==> src/rtl/alu_arbiter_if.sv <==
// Bus bundle between two requesters, the arbiter and the shared ALU.
// The arbiter takes the slave view; a requester/ALU environment takes the master view.
interface alu_arbiter_if;
    logic        req0_valid;
    logic        req0_ready;
    logic [31:0] req0_a;
    logic [31:0] req0_b;
    logic [4:0]  req0_shamt;
    logic [3:0]  req0_op;
    logic        req1_valid;
    logic        req1_ready;
    logic [31:0] req1_a;
    logic [31:0] req1_b;
    logic [4:0]  req1_shamt;
    logic [3:0]  req1_op;
    logic        rsp0_valid;
    logic        rsp0_ready;
    logic [31:0] rsp0_result;
    logic        rsp0_ovf;
    logic        rsp1_valid;
    logic        rsp1_ready;
    logic [31:0] rsp1_result;
    logic        rsp1_ovf;
    logic [31:0] alu_a;
    logic [31:0] alu_b;
    logic [4:0]  alu_shamt;
    logic [3:0]  alu_ctrl;
    logic [31:0] alu_result;
    logic        alu_ovf;

    modport slave (
        input  req0_valid, req0_a, req0_b, req0_shamt, req0_op,
        input  req1_valid, req1_a, req1_b, req1_shamt, req1_op,
        output req0_ready, req1_ready,
        output rsp0_valid, rsp0_result, rsp0_ovf,
        output rsp1_valid, rsp1_result, rsp1_ovf,
        input  rsp0_ready, rsp1_ready,
        output alu_a, alu_b, alu_shamt, alu_ctrl,
        input  alu_result, alu_ovf
    );

    modport master (
        output req0_valid, req0_a, req0_b, req0_shamt, req0_op,
        output req1_valid, req1_a, req1_b, req1_shamt, req1_op,
        input  req0_ready, req1_ready,
        input  rsp0_valid, rsp0_result, rsp0_ovf,
        input  rsp1_valid, rsp1_result, rsp1_ovf,
        output rsp0_ready, rsp1_ready,
        input  alu_a, alu_b, alu_shamt, alu_ctrl,
        output alu_result, alu_ovf
    );
endinterface

==> src/rtl/alu_arbiter.sv <==
// Round-robin arbiter sharing one combinational ALU between two requesters.
// Each operation runs IDLE -> EXEC -> RESP; priority flips to the other side after every response.
module alu_arbiter #(
    parameter bit RR_INIT = 1'b0
) (
    input  logic              clk,
    input  logic              rst_n,
    alu_arbiter_if.slave      io_arb,
    output logic              o_busy,
    output logic [15:0]       o_ops_done
);
    localparam logic [1:0] ST_IDLE = 2'd0;
    localparam logic [1:0] ST_EXEC = 2'd1;
    localparam logic [1:0] ST_RESP = 2'd2;

    logic [1:0]  r_state;
    logic        r_prio;
    logic        r_owner;
    logic [31:0] r_a;
    logic [31:0] r_b;
    logic [4:0]  r_shamt;
    logic [3:0]  r_op;
    logic [31:0] r_result;
    logic        r_ovf;
    logic        r_busy;
    logic [15:0] r_ops_done;

    logic        w_win;
    logic        w_grant0;
    logic        w_grant1;
    logic        w_accept;
    logic        w_rsp_hs;

    // Winner selection and grant/handshake decode; grants are masked while reset is held.
    always_comb begin
        w_win = 1'b0;
        if (io_arb.req0_valid && io_arb.req1_valid) begin
            w_win = r_prio;
        end else if (io_arb.req1_valid) begin
            w_win = 1'b1;
        end else begin
            w_win = 1'b0;
        end
        w_grant0 = rst_n && (r_state == ST_IDLE) && io_arb.req0_valid && (w_win == 1'b0);
        w_grant1 = rst_n && (r_state == ST_IDLE) && io_arb.req1_valid && (w_win == 1'b1);
        w_accept = w_grant0 || w_grant1;
        w_rsp_hs = (r_state == ST_RESP) &&
                   (r_owner ? io_arb.rsp1_ready : io_arb.rsp0_ready);
    end

    // Response ports: only the owner sees the captured result, the other side reads zero.
    always_comb begin
        io_arb.rsp0_valid  = 1'b0;
        io_arb.rsp0_result = 32'd0;
        io_arb.rsp0_ovf    = 1'b0;
        io_arb.rsp1_valid  = 1'b0;
        io_arb.rsp1_result = 32'd0;
        io_arb.rsp1_ovf    = 1'b0;
        if (r_state == ST_RESP) begin
            if (r_owner) begin
                io_arb.rsp1_valid  = 1'b1;
                io_arb.rsp1_result = r_result;
                io_arb.rsp1_ovf    = r_ovf;
            end else begin
                io_arb.rsp0_valid  = 1'b1;
                io_arb.rsp0_result = r_result;
                io_arb.rsp0_ovf    = r_ovf;
            end
        end else begin
            io_arb.rsp0_valid = 1'b0;
            io_arb.rsp1_valid = 1'b0;
        end
    end

    assign io_arb.req0_ready = w_grant0;
    assign io_arb.req1_ready = w_grant1;
    assign io_arb.alu_a      = r_a;
    assign io_arb.alu_b      = r_b;
    assign io_arb.alu_shamt  = r_shamt;
    assign io_arb.alu_ctrl   = r_op;
    assign o_busy            = r_busy;
    assign o_ops_done        = r_ops_done;

    // Main FSM: latch the winning operation, capture the ALU output, then wait for the response handshake.
    always_ff @(posedge clk or negedge rst_n) begin
        if (!rst_n) begin
            r_state    <= ST_IDLE;
            r_prio     <= RR_INIT;
            r_owner    <= 1'b0;
            r_a        <= 32'd0;
            r_b        <= 32'd0;
            r_shamt    <= 5'd0;
            r_op       <= 4'd0;
            r_result   <= 32'd0;
            r_ovf      <= 1'b0;
            r_busy     <= 1'b0;
            r_ops_done <= 16'd0;
        end else begin
            case (r_state)
                ST_IDLE: begin
                    if (w_accept) begin
                        r_owner <= w_grant1;
                        r_a     <= w_grant1 ? io_arb.req1_a     : io_arb.req0_a;
                        r_b     <= w_grant1 ? io_arb.req1_b     : io_arb.req0_b;
                        r_shamt <= w_grant1 ? io_arb.req1_shamt : io_arb.req0_shamt;
                        r_op    <= w_grant1 ? io_arb.req1_op    : io_arb.req0_op;
                        r_state <= ST_EXEC;
                        r_busy  <= 1'b1;
                    end else begin
                        r_state <= ST_IDLE;
                    end
                end
                ST_EXEC: begin
                    // Codes 14/15 are undefined: never pass ALU garbage through.
                    r_result <= (r_op >= 4'd14) ? 32'd0 : io_arb.alu_result;
                    r_ovf    <= (r_op <= 4'd1) ? io_arb.alu_ovf : 1'b0;
                    r_state  <= ST_RESP;
                end
                ST_RESP: begin
                    if (w_rsp_hs) begin
                        r_state    <= ST_IDLE;
                        r_busy     <= 1'b0;
                        r_ops_done <= r_ops_done + 16'd1;
                        r_prio     <= ~r_owner;
                    end else begin
                        r_state <= ST_RESP;
                    end
                end
                default: begin
                    r_state <= ST_IDLE;
                    r_busy  <= 1'b0;
                end
            endcase
        end
    end
endmodule

==> src/flat_wrapper.sv <==
// flat-port wrapper written by rule: the top's interface ports become plain ports
module alu_arbiter_flat 
#(
    parameter bit RR_INIT = 1'b0
)
  (clk, rst_n, o_busy, o_ops_done, io_arb_req0_valid, io_arb_req0_a, io_arb_req0_b, io_arb_req0_shamt, io_arb_req0_op, io_arb_req1_valid, io_arb_req1_a, io_arb_req1_b, io_arb_req1_shamt, io_arb_req1_op, io_arb_req0_ready, io_arb_req1_ready, io_arb_rsp0_valid, io_arb_rsp0_result, io_arb_rsp0_ovf, io_arb_rsp1_valid, io_arb_rsp1_result, io_arb_rsp1_ovf, io_arb_rsp0_ready, io_arb_rsp1_ready, io_arb_alu_a, io_arb_alu_b, io_arb_alu_shamt, io_arb_alu_ctrl, io_arb_alu_result, io_arb_alu_ovf);
  alu_arbiter_if io_arb_i ();
  input  logic clk;
  input  logic rst_n;
  output logic o_busy;
  output logic [15:0] o_ops_done;
  input wire logic [$bits(io_arb_i.req0_valid)-1:0] io_arb_req0_valid;
  input wire logic [$bits(io_arb_i.req0_a)-1:0] io_arb_req0_a;
  input wire logic [$bits(io_arb_i.req0_b)-1:0] io_arb_req0_b;
  input wire logic [$bits(io_arb_i.req0_shamt)-1:0] io_arb_req0_shamt;
  input wire logic [$bits(io_arb_i.req0_op)-1:0] io_arb_req0_op;
  input wire logic [$bits(io_arb_i.req1_valid)-1:0] io_arb_req1_valid;
  input wire logic [$bits(io_arb_i.req1_a)-1:0] io_arb_req1_a;
  input wire logic [$bits(io_arb_i.req1_b)-1:0] io_arb_req1_b;
  input wire logic [$bits(io_arb_i.req1_shamt)-1:0] io_arb_req1_shamt;
  input wire logic [$bits(io_arb_i.req1_op)-1:0] io_arb_req1_op;
  output wire logic [$bits(io_arb_i.req0_ready)-1:0] io_arb_req0_ready;
  output wire logic [$bits(io_arb_i.req1_ready)-1:0] io_arb_req1_ready;
  output wire logic [$bits(io_arb_i.rsp0_valid)-1:0] io_arb_rsp0_valid;
  output wire logic [$bits(io_arb_i.rsp0_result)-1:0] io_arb_rsp0_result;
  output wire logic [$bits(io_arb_i.rsp0_ovf)-1:0] io_arb_rsp0_ovf;
  output wire logic [$bits(io_arb_i.rsp1_valid)-1:0] io_arb_rsp1_valid;
  output wire logic [$bits(io_arb_i.rsp1_result)-1:0] io_arb_rsp1_result;
  output wire logic [$bits(io_arb_i.rsp1_ovf)-1:0] io_arb_rsp1_ovf;
  input wire logic [$bits(io_arb_i.rsp0_ready)-1:0] io_arb_rsp0_ready;
  input wire logic [$bits(io_arb_i.rsp1_ready)-1:0] io_arb_rsp1_ready;
  output wire logic [$bits(io_arb_i.alu_a)-1:0] io_arb_alu_a;
  output wire logic [$bits(io_arb_i.alu_b)-1:0] io_arb_alu_b;
  output wire logic [$bits(io_arb_i.alu_shamt)-1:0] io_arb_alu_shamt;
  output wire logic [$bits(io_arb_i.alu_ctrl)-1:0] io_arb_alu_ctrl;
  input wire logic [$bits(io_arb_i.alu_result)-1:0] io_arb_alu_result;
  input wire logic [$bits(io_arb_i.alu_ovf)-1:0] io_arb_alu_ovf;
  assign io_arb_i.req0_valid = io_arb_req0_valid;
  assign io_arb_i.req0_a = io_arb_req0_a;
  assign io_arb_i.req0_b = io_arb_req0_b;
  assign io_arb_i.req0_shamt = io_arb_req0_shamt;
  assign io_arb_i.req0_op = io_arb_req0_op;
  assign io_arb_i.req1_valid = io_arb_req1_valid;
  assign io_arb_i.req1_a = io_arb_req1_a;
  assign io_arb_i.req1_b = io_arb_req1_b;
  assign io_arb_i.req1_shamt = io_arb_req1_shamt;
  assign io_arb_i.req1_op = io_arb_req1_op;
  assign io_arb_req0_ready = io_arb_i.req0_ready;
  assign io_arb_req1_ready = io_arb_i.req1_ready;
  assign io_arb_rsp0_valid = io_arb_i.rsp0_valid;
  assign io_arb_rsp0_result = io_arb_i.rsp0_result;
  assign io_arb_rsp0_ovf = io_arb_i.rsp0_ovf;
  assign io_arb_rsp1_valid = io_arb_i.rsp1_valid;
  assign io_arb_rsp1_result = io_arb_i.rsp1_result;
  assign io_arb_rsp1_ovf = io_arb_i.rsp1_ovf;
  assign io_arb_i.rsp0_ready = io_arb_rsp0_ready;
  assign io_arb_i.rsp1_ready = io_arb_rsp1_ready;
  assign io_arb_alu_a = io_arb_i.alu_a;
  assign io_arb_alu_b = io_arb_i.alu_b;
  assign io_arb_alu_shamt = io_arb_i.alu_shamt;
  assign io_arb_alu_ctrl = io_arb_i.alu_ctrl;
  assign io_arb_i.alu_result = io_arb_alu_result;
  assign io_arb_i.alu_ovf = io_arb_alu_ovf;
  alu_arbiter #(.RR_INIT(RR_INIT)) u_core (.clk(clk), .rst_n(rst_n), .io_arb(io_arb_i), .o_busy(o_busy), .o_ops_done(o_ops_done));
endmodule
==> config.mk <==
export PLATFORM = sky130hd
export DESIGN_NAME = alu_arbiter_flat
export DESIGN_NICKNAME = d
export VERILOG_FILES = /design/src/rtl/alu_arbiter_if.sv /design/src/rtl/alu_arbiter.sv /design/src/flat_wrapper.sv
export SDC_FILE = /design/constraint.sdc
export NUM_CORES = 1
export LEC_CHECK = 0
export CELL_PAD_IN_SITES_DETAIL_PLACEMENT = 0
export CELL_PAD_IN_SITES_GLOBAL_PLACEMENT = 1
export CORE_ASPECT_RATIO = 0.5
export CORE_MARGIN = 8
export CORE_UTILIZATION = 27
export DETAILED_ROUTE_END_ITERATION = 8
export HOLD_SLACK_MARGIN = 0.08
export PLACE_DENSITY = 0.88
export SKIP_CTS_REPAIR_TIMING = 1
export SYNTH_ARGS = -nofsm -noshare
export SYNTH_HDL_FRONTEND = slang
export SYNTH_SLANG_ARGS = --single-unit
==> constraint.sdc <==
create_clock -name clk -period 1.6 [get_ports clk]
set_input_delay 0.16 -clock clk [delete_from_list [all_inputs] [get_ports clk]]
set_output_delay 0.16 -clock clk [all_outputs]
set_load 0.02 [all_outputs]
==> metrics <==
Final ANT Viol Nets=0; failing checks=setup timing; top_reg_cell synth=dfrtp_1; fillers=1951; first-pass GRT wire length=35.4 mm; Mapped Avg Cell Area=9.28 um2; cell repeated most along the worst path=buf_4; max-slew violation count=0; top area cells in the synthesized netlist=dfrtp_1 54%, nand2_1 10%, a31oi_1 7.8%, nor2_1 5.0%, a22o_1 4.8%; Nets=1196; Post-Syn Instances=634; num rows=38; via count=6183; slowest library cell on the worst path=dfrtp_1; post-route setup TNS=-18.10 ns; FF+latch count, synth=127; sequential cell area fraction in the yosys report=0.540; Total Die Area=27100 um2; final setup vio count=145; R2R depth=8; Post-synth ARST share=1.00; Peak VDD IR=624 uV; Clock H-tree levels=4; final worst slack=-0.194 ns; GR Util All Layers=0.167; Boundary Pins=345; number of global-route vias before repair=6104; crit-path cells=buf_4, nor2b_4, buf_12, and3_1, buf_4; Yosys cell types=35; Fmax=557 MHz; Hold Crit Endpoint=u_core.io_arb.alu_a[25]$_DFFE_PN0P_; Leakage=5.29 nW; Worst setup EP type=output port; HPWL after DPL=18.0 mm; DRT iter0 DRCs=351; Post-synth EDFFs=0; RR Endpoint=u_core.io_arb.alu_b[29]$_DFFE_PN0P_; Post-Syn Area=5880 um2; diode count=0; Placer Congestion=0.808; number of CTS-inserted buffers=17; drt pass-1 iters=6; Die Width=225 um; endpoints failing hold=0; crit path kind=flip-flop to output port; CTS root buffer=clkbuf_16; Synth Net Count=820; final worst-path cycle share=1.12; max-cap viol count=0; CP max stage delay=0.42 ns; Worst Path Buf+Inv=3; Wirelength per Cell=19.3 um; initial antenna violation count=0; initial core utilization=0.273; final cell count without fillers=1323; Setup Skew=0.00752 ns; critical path required time=1.44 ns; layout cells sized above 1=0.218; TritonCTS clock tree=built; hold path cells=3; WP data arrival=1.63 ns; max_slew headroom=0.536; worst hold path class=primary input to flip-flop; pin count of the biggest net entering global routing=128; Synthesis Warnings=0; Port-buffer cells=344; pwr/cell area=1650 nW/um2; clock latency on the worst-skew pair=0.41 ns; Reg clk slew, reported paths=0.06 ns; crit start category=flip-flop; Num Clock Sinks=127; hold path start=io_arb_req0_a[25]; Final Critical Period=1.79 ns; Crit path max-delay family=buffers and inverters; WL final=25.5 mm; Synth area leader=dfrtp_1; FF-to-FF setup slack=-0.16 ns; status=finished with violations; CP Max Fanout=21; Layout Area Growth over Synthesis=90.6%; GR Overflow Total=0; Placed Cells=1267; worst-margin pin slew=0.697 ns; core area=21500 um2; Post-route DRC=0; Yosys top cell area share=0.540; worst reg2reg startpoint=u_core.r_state[0]$_DFF_PN0_; unrepaired setup endpoints after global routing=true; Die Y=120 um; CTS max path bufs=2; routed vias/inst=4.67
==> kinds of logic after synthesis <==
family | Yosys count | synth area share
compound gates | 113 | 0.134
fa+ha+maj | 1 | 0.00213
mux | 3 | 0.00553
simple gates | 324 | 0.248
flops | 127 | 0.540
buf+inv | 51 | 0.0472
xor+xnor | 15 | 0.0223
==> stage by stage <==
stage | total power [mW] | setup WS (ns) | util | hold WS [ns] | cell area (um2)
after global routing | 19.5 | -0.271 | 0.520 | 0.295 | 11200
final | 18.5 | -0.194 | 0.520 | 0.306 | 11200
after floorplan | 9.27 | 0.0692 | - | -0.136 | 5880
after CTS | 17.7 | -0.753 | 0.485 | -0.109 | 10400
after detailed placement | 13.5 | -0.287 | 0.456 | 0.343 | 9820
after global placement | 13.3 | -0.274 | 0.456 | 0.335 | 9820
==> worst register-to-register path, delay by kind of cell (launching register included) <==
kind / cells / cell delay (ns)
and+or+nand+nor: 2 / 0.29
AOI/OAI and AO/OA: 2 / 0.32
DFF: 1 / 0.42
buffers and inverters: 4 / 0.65
==> placed cells by master (no fill, tap or decap), drive strengths merged, types with 2 or more instances in the layout <==
master	netlist	routed
mux2	2	2
dlymetal6s2s	0	47
nand2b	3	3
nor2	78	78
and3	34	34
a31oi	74	74
dfrtp	127	127
xnor2	10	10
inv	2	2
clkinvlp	0	3
bufinv	0	3
nand3	6	6
nand2	158	158
xor2	5	5
clkinv	0	3
a22o	32	32
nor4	2	2
nand4	2	2
o21a	1	2
buf	36	122
clkbuf	13	32
o21ai	4	4
clkdlybuf4s50	0	226
and2	34	34
==> registers in the layout (all words and copies together), names as in the netlist <==
signal / flops
u_core.io_arb.alu_a: 32
u_core.io_arb.alu_b: 32
u_core.io_arb.alu_ctrl: 4
u_core.io_arb.alu_shamt: 5
u_core.o_busy: 1
u_core.o_ops_done: 16
u_core.r_ovf: 1
u_core.r_owner: 1
u_core.r_prio: 1
u_core.r_result: 32
u_core.r_state: 2
==> worst max-delay path by stage <==
stage	startpoint	end	slack [ns]	cells after the start
after floorplan	u_core.o_ops_done[2]$_DFFE_PN0P_	u_core.o_ops_done[10]$_DFFE_PN0P_	0.07	4
after global placement	u_core.r_state[0]$_DFF_PN0_	io_arb_req0_ready	-0.27	5
after detailed placement	u_core.r_state[0]$_DFF_PN0_	io_arb_req0_ready	-0.29	5
after CTS	u_core.r_state[0]$_DFF_PN0_	io_arb_req0_ready	-0.75	5
after global routing	u_core.r_state[0]$_DFF_PN0_	io_arb_req1_ready	-0.27	5
final	u_core.r_state[0]$_DFF_PN0_	io_arb_rsp1_result[30]	-0.19	5
==> where the power goes <==
| group | total [mW] | switching, mW | internal, mW |
|---|---|---|---|
| clock | 4.06 | 1.45 | 2.62 |
| combinational | 8.77 | 4.40 | 4.37 |
| sequential | 5.67 | 1.09 | 4.57 |
==> cell type report <==
cell class,count,area [um2],area share
clock buffers,23,488,0.0435
inverters,2,10.0,0.000893
multi-input cells,457,2690,0.240
well taps,300,375,0.0335
flip-flops and latches,127,3180,0.284
clock inverters,9,131,0.0117
repair buffers,405,4330,0.386
==> cell usage after synthesis (5+ instances only) <==
| master | instances |
|---|---|
| and2_1 | 34 |
| xor2_1 | 5 |
| nor2_1 | 78 |
| clkbuf_1 | 13 |
| dfrtp_1 | 127 |
| and3_1 | 34 |
| nand2_1 | 158 |
| a31oi_1 | 73 |
| buf_2 | 24 |
| buf_4 | 5 |
| xnor2_1 | 10 |
| buf_6 | 5 |
| a22o_1 | 32 |
| nand3_1 | 6 |
==> layer usage <==
layer  vias up  global-route usage  share of wire
met1      3048               0.185           0.40
li1       2909                   -              -
met2       171               0.304           0.52
met5         -                   0              0
met4         0              0.0789          0.038
met3        55              0.0396          0.042
No activity file was read; power rests on OpenSTA's default activity.
==> RTL edit 1, RTL diff (same settings) <==
`RR_INIT` is set to 1'b0 in 2 places; all go to 1'b1.
--- a/src/rtl/alu_arbiter.sv
+++ b/src/rtl/alu_arbiter.sv
@@ -1,7 +1,7 @@
 // Round-robin arbiter sharing one combinational ALU between two requesters.
 // Each operation runs IDLE -> EXEC -> RESP; priority flips to the other side after every response.
 module alu_arbiter #(
-    parameter bit RR_INIT = 1'b0
+    parameter bit RR_INIT = 1'b1
 ) (
     input  logic              clk,
     input  logic              rst_n,
--- a/src/flat_wrapper.sv
+++ b/src/flat_wrapper.sv
@@ -1,7 +1,7 @@
 // flat-port wrapper written by rule: the top's interface ports become plain ports
 module alu_arbiter_flat 
 #(
-    parameter bit RR_INIT = 1'b0
+    parameter bit RR_INIT = 1'b1
 )
   (clk, rst_n, o_busy, o_ops_done, io_arb_req0_valid, io_arb_req0_a, io_arb_req0_b, io_arb_req0_shamt, io_arb_req0_op, io_arb_req1_valid, io_arb_req1_a, io_arb_req1_b, io_arb_req1_shamt, io_arb_req1_op, io_arb_req0_ready, io_arb_req1_ready, io_arb_rsp0_valid, io_arb_rsp0_result, io_arb_rsp0_ovf, io_arb_rsp1_valid, io_arb_rsp1_result, io_arb_rsp1_ovf, io_arb_rsp0_ready, io_arb_rsp1_ready, io_arb_alu_a, io_arb_alu_b, io_arb_alu_shamt, io_arb_alu_ctrl, io_arb_alu_result, io_arb_alu_ovf);
   alu_arbiter_if io_arb_i ();
Formal check against the unedited RTL: not equivalent (a bounded check fails within 4 cycles, from zero or initial values and one cycle with rst_n low).
==> RTL edit 1 against the original RTL <==
Maximum frequency is 3.5% lower. Critical endpoint is now io_arb_rsp1_ovf. Worst setup slack worse by 0.066 ns. Cell area is 9.9% higher. Via count is 6.1% higher. Sequential share of layout area is 2.5 points lower. Synthesized cell count stayed put. Power is 6.4% higher. Synthesized area hardly changed. Cell count is 2.0% higher. Sequential cell count stayed put. The flow still finishes with violations (negative setup slack). Critical path type unchanged. Routed wire length is 13% higher.
==> RTL edit 1: results (changes against the original RTL) <==
| Metric | Value |
|---|---|
| Status | complete, but fails checks |
| Failing checks | negative setup slack |
| Mux cell area share after synthesis | 0.5530% (about the same) |
| Synth Area in Compound Gates | 13.42% (about the same) |
| Crit path to | io_arb_rsp1_ovf |
| Via density | 4.861 (+4.0%) |
| Comb_multi_in | 456 (-0.22%) |
| Hold Crit Start | rst_n |
| Met3 WL | 1.343 mm (+25%) |
| GP Congestion | 0.7948 (-1.7%) |
| Share of post-route cells with drive strength above 1 | 30.48% (+8.7 points) |
| Dpl cells | 1265 (-0.16%) |
| Grt met2 use | 29.91% (-0.47 points) |
| Static Leakage | 5.710 nW (+8.0%) |
| Syn avg cell area | 9.279 sq um (about the same) |
| TritonRoute pass-1 iters | 5 (-1) |
| Max incr delay on CP | 0.44 ns (+0.02 ns) |
| DP Wirelength | 17.63 mm (-2.0%) |
| Area contributors post-synth | dfrtp_1, nand2_1, a31oi_1, nor2_1, a22o_1 |
| Max-slew headroom | 61.32% (+7.8 points) |
| Post-Synth XOR/XNOR Area | 2.233% (about the same) |
| Grt met1 use | 17.94% (-0.56 points) |
| First-pass GRT wire length | 34.81 mm (-1.7%) |
| Buffer share of cell area | 40.78% (+2.1 points) |
| Switching pwr | 7.590 mW (+9.3%) |
| Critical R2R Capture | u_core.io_arb.alu_a[1] |
| Multi-input logic portion of the cell area | 25.74% (+1.7 points) |
| CP max stage cell | dfrtp_2 |
| Overall routing resource usage | 16.36% (-0.38 points) |
| Register area share after synthesis | 54.04% (about the same) |
| Routed WL | 28.82 mm (+13%) |
| Setup slack after layout | -0.2599 ns (-0.06554 ns) |
| Clock buf/inv share | 4.491% (-1.0 points) |
| DRT met1 WL | 11.55 mm (+15%) |
| M3 GR Usage | 4.278% (+0.31 points) |
| Hold EP | u_core.r_owner |
| Yosys top cell area share | 53.59% (-0.44 points) |
| Wire per inst | 21.35 um (+11%) |
| Post-synthesis cell type count | 36 (+2.9%) |
| Critical Path AT | 1.70 ns (+0.07 ns) |
| Critical R2R Launch | u_core.r_state[1] |
| Inverter count | 2 (unchanged) |
| Sequential share of power | 29.2% (-1.4 points) |
| Number of fill cells | 1814 (-7.0%) |
| # clk buffers | 25 (+8.7%) |
| Nonclk buf count | 434 (+7.2%) |
| Sequential cell area share | 25.84% (-2.5 points) |
| Hold Crit Depth | 5 (+2) |
| Max VDD drop | 0.6416 mV (+2.8%) |
| Clock skew | 0.006377 ns (-0.001139 ns) |
| Nets@finish | 1224 (+2.3%) |
| DR WL met2 | 15.01 mm (+12%) |
| Largest net degree at the start of global routing | 98 (-23%) |
| Adder-cell share of the synthesized area | 0.2127% (about the same) |
| Top cells by instance count after synthesis | nand2_1, dfrtp_1, nor2_1 |
| Clock group power | 3.70 mW (-8.9%) |
| Worst-path maximum fanout | 6 (-71%) |
| Setup violators final | 154 (+6.2%) |
==> RTL edit 1: changes by cell type in the layout (fill, tap and decap cells not counted), sizes merged, moves of 2 or more <==
cell and change:
clkinvlp -2, clkdlybuf4s50 -8, clkbuf +19, clkinv +2, dlymetal6s2s +8, buf +12, bufinv -2
==> RTL edit 1: worst register-to-register path: stages, from the launching register on <==
cell,delay [ns]
dfrtp_2,0.47
nor3b_4,0.28
buf_4,0.16
o21a_4,0.20
buf_12,0.13
buf_8,0.11
clkbuf_16,0.16
nor2_2,0.04
a31oi_1,0.15
==> RTL edit 1: per-stage QoR <==
stage	area, sq um	worst slack [ns]	power, mW	hold WS, ns	setup TNS [ns]
2_1_floorplan	5884	0.06924	9.282	-0.1356	0
3_3_place_gp	9833	-0.2185	13.34	0.2022	-15.18
3_5_place_dp	9833	-0.2666	13.50	0.2051	-21.34
4_1_cts	10390	-0.7284	17.26	-0.2499	-55.66
5_1_grt	12310	-0.3232	20.61	0.2294	-35.57
6_report	12310	-0.2599	19.68	0.2339	-22.99
==> RTL edit 2, RTL diff (same flow settings) <==
Without the edit above. Make the reset (`rst_n`) synchronous in one clocked block.
--- a/src/rtl/alu_arbiter.sv
+++ b/src/rtl/alu_arbiter.sv
@@ -82,7 +82,7 @@
     assign o_ops_done        = r_ops_done;
 
     // Main FSM: latch the winning operation, capture the ALU output, then wait for the response handshake.
-    always_ff @(posedge clk or negedge rst_n) begin
+    always_ff @(posedge clk) begin
         if (!rst_n) begin
             r_state    <= ST_IDLE;
             r_prio     <= RR_INIT;
Formal check against the unedited RTL: differs if rst_n is asserted again (counterexample within 4 cycles, from zero or initial values and one cycle with rst_n low); with rst_n held inactive, the same outputs for 4 cycles.
==> RTL edit 2 against the original RTL <==
The flow still finishes with violations (negative setup slack). Synthesized area fell by 6.4%. Cell area down 6.8%. Worst setup slack improved by 0.11 ns. Highest routed layer unchanged. Sequential cell count unchanged. Largest cell class unchanged. Routed wire length is 0.47% higher. Cell count rose by 2.3%.
Power is not compared: it rests on default switching activity, and its combinational part moved more than twofold at a synthesized area within 25%.
==> RTL edit 2: results (changes against the original RTL) <==
| Metric | Value |
|---|---|
| Status | complete, but fails checks |
| Failing checks | negative setup slack |
| Critical R2R Capture | u_core.o_ops_done[15] |
| Mux cell area share after synthesis | 0.3864% (-0.17 points) |
| Register area share after synthesis | 46.18% (-7.8 points) |
| Share of post-route cells with drive strength above 1 | 17.59% (-4.2 points) |
| Worst-path maximum fanout | 4 (-81%) |
| Clock skew | 0.006945 ns (-0.0005720 ns) |
| Syn avg cell area | 7.754 sq um (-16%) |
| ANT cells | 1 (+1) |
| Setup slack after layout | -0.08258 ns (+0.1118 ns) |
| R2R cell count | 4 (-4) |
| Adder-cell share of the synthesized area | 0.2273% (+0.015 points) |
| Setup violators final | 73 (-50%) |
| Tightest Pin Transition | 0.5459 ns (-0.1509 ns) |
| R2R setup slack | -0.07 ns (+0.09 ns) |
| DR WL met2 | 13.19 mm (-1.3%) |
| Hold Crit Depth | 4 (+1) |
| Overall routing resource usage | 17.51% (+0.77 points) |
| GP Congestion | 0.8294 (+2.6%) |
| Nonclk buf count | 403 (-0.49%) |
| Nets@finish | 1255 (+4.9%) |
| Area Growth Syn to Fin | 89.82% |
| Multi-input gate area | 2826 sq um (+4.9%) |
| Hold EP | u_core.r_state[0] |
| Post-DP Area | 9528 sq um (-3.0%) |
| Ys flop type | dfxtp_1 |
-- RTL edit 2: cell types whose count changed after synthesis, sizes merged, moves of 33 or more --
cell    unedited run  this run
dfxtp              0       127
nor2              78        45
dfrtp            127         0
o21ai              4        83
clkbuf            13        55
-- RTL edit 2: how the worst max path moves through the flow --
| stage | startpoint | end | slack (ns) | cells past startpoint |
|---|---|---|---|---|
| detailed placement | io_arb_req0_valid | io_arb_req0_ready | -0.29 | 5 |
| global route | u_core.r_state[0] | io_arb_rsp0_result[0] | -0.15 | 5 |
| floorplan | u_core.r_owner | u_core.o_ops_done[15] | -0.02 | 4 |
| CTS | u_core.r_state[1] | io_arb_rsp1_result[2] | -0.70 | 4 |
| finish | u_core.r_state[0] | io_arb_req0_ready | -0.08 | 4 |
| global placement | io_arb_req0_valid | io_arb_req0_ready | -0.27 | 5 |
-- RTL edit 2: critical path, stage by stage (launching register included) --
cell     delay (ns)
dfxtp_2        0.35
buf_4          0.17
nor4_4         0.28
and2_4         0.19
buf_4          0.13
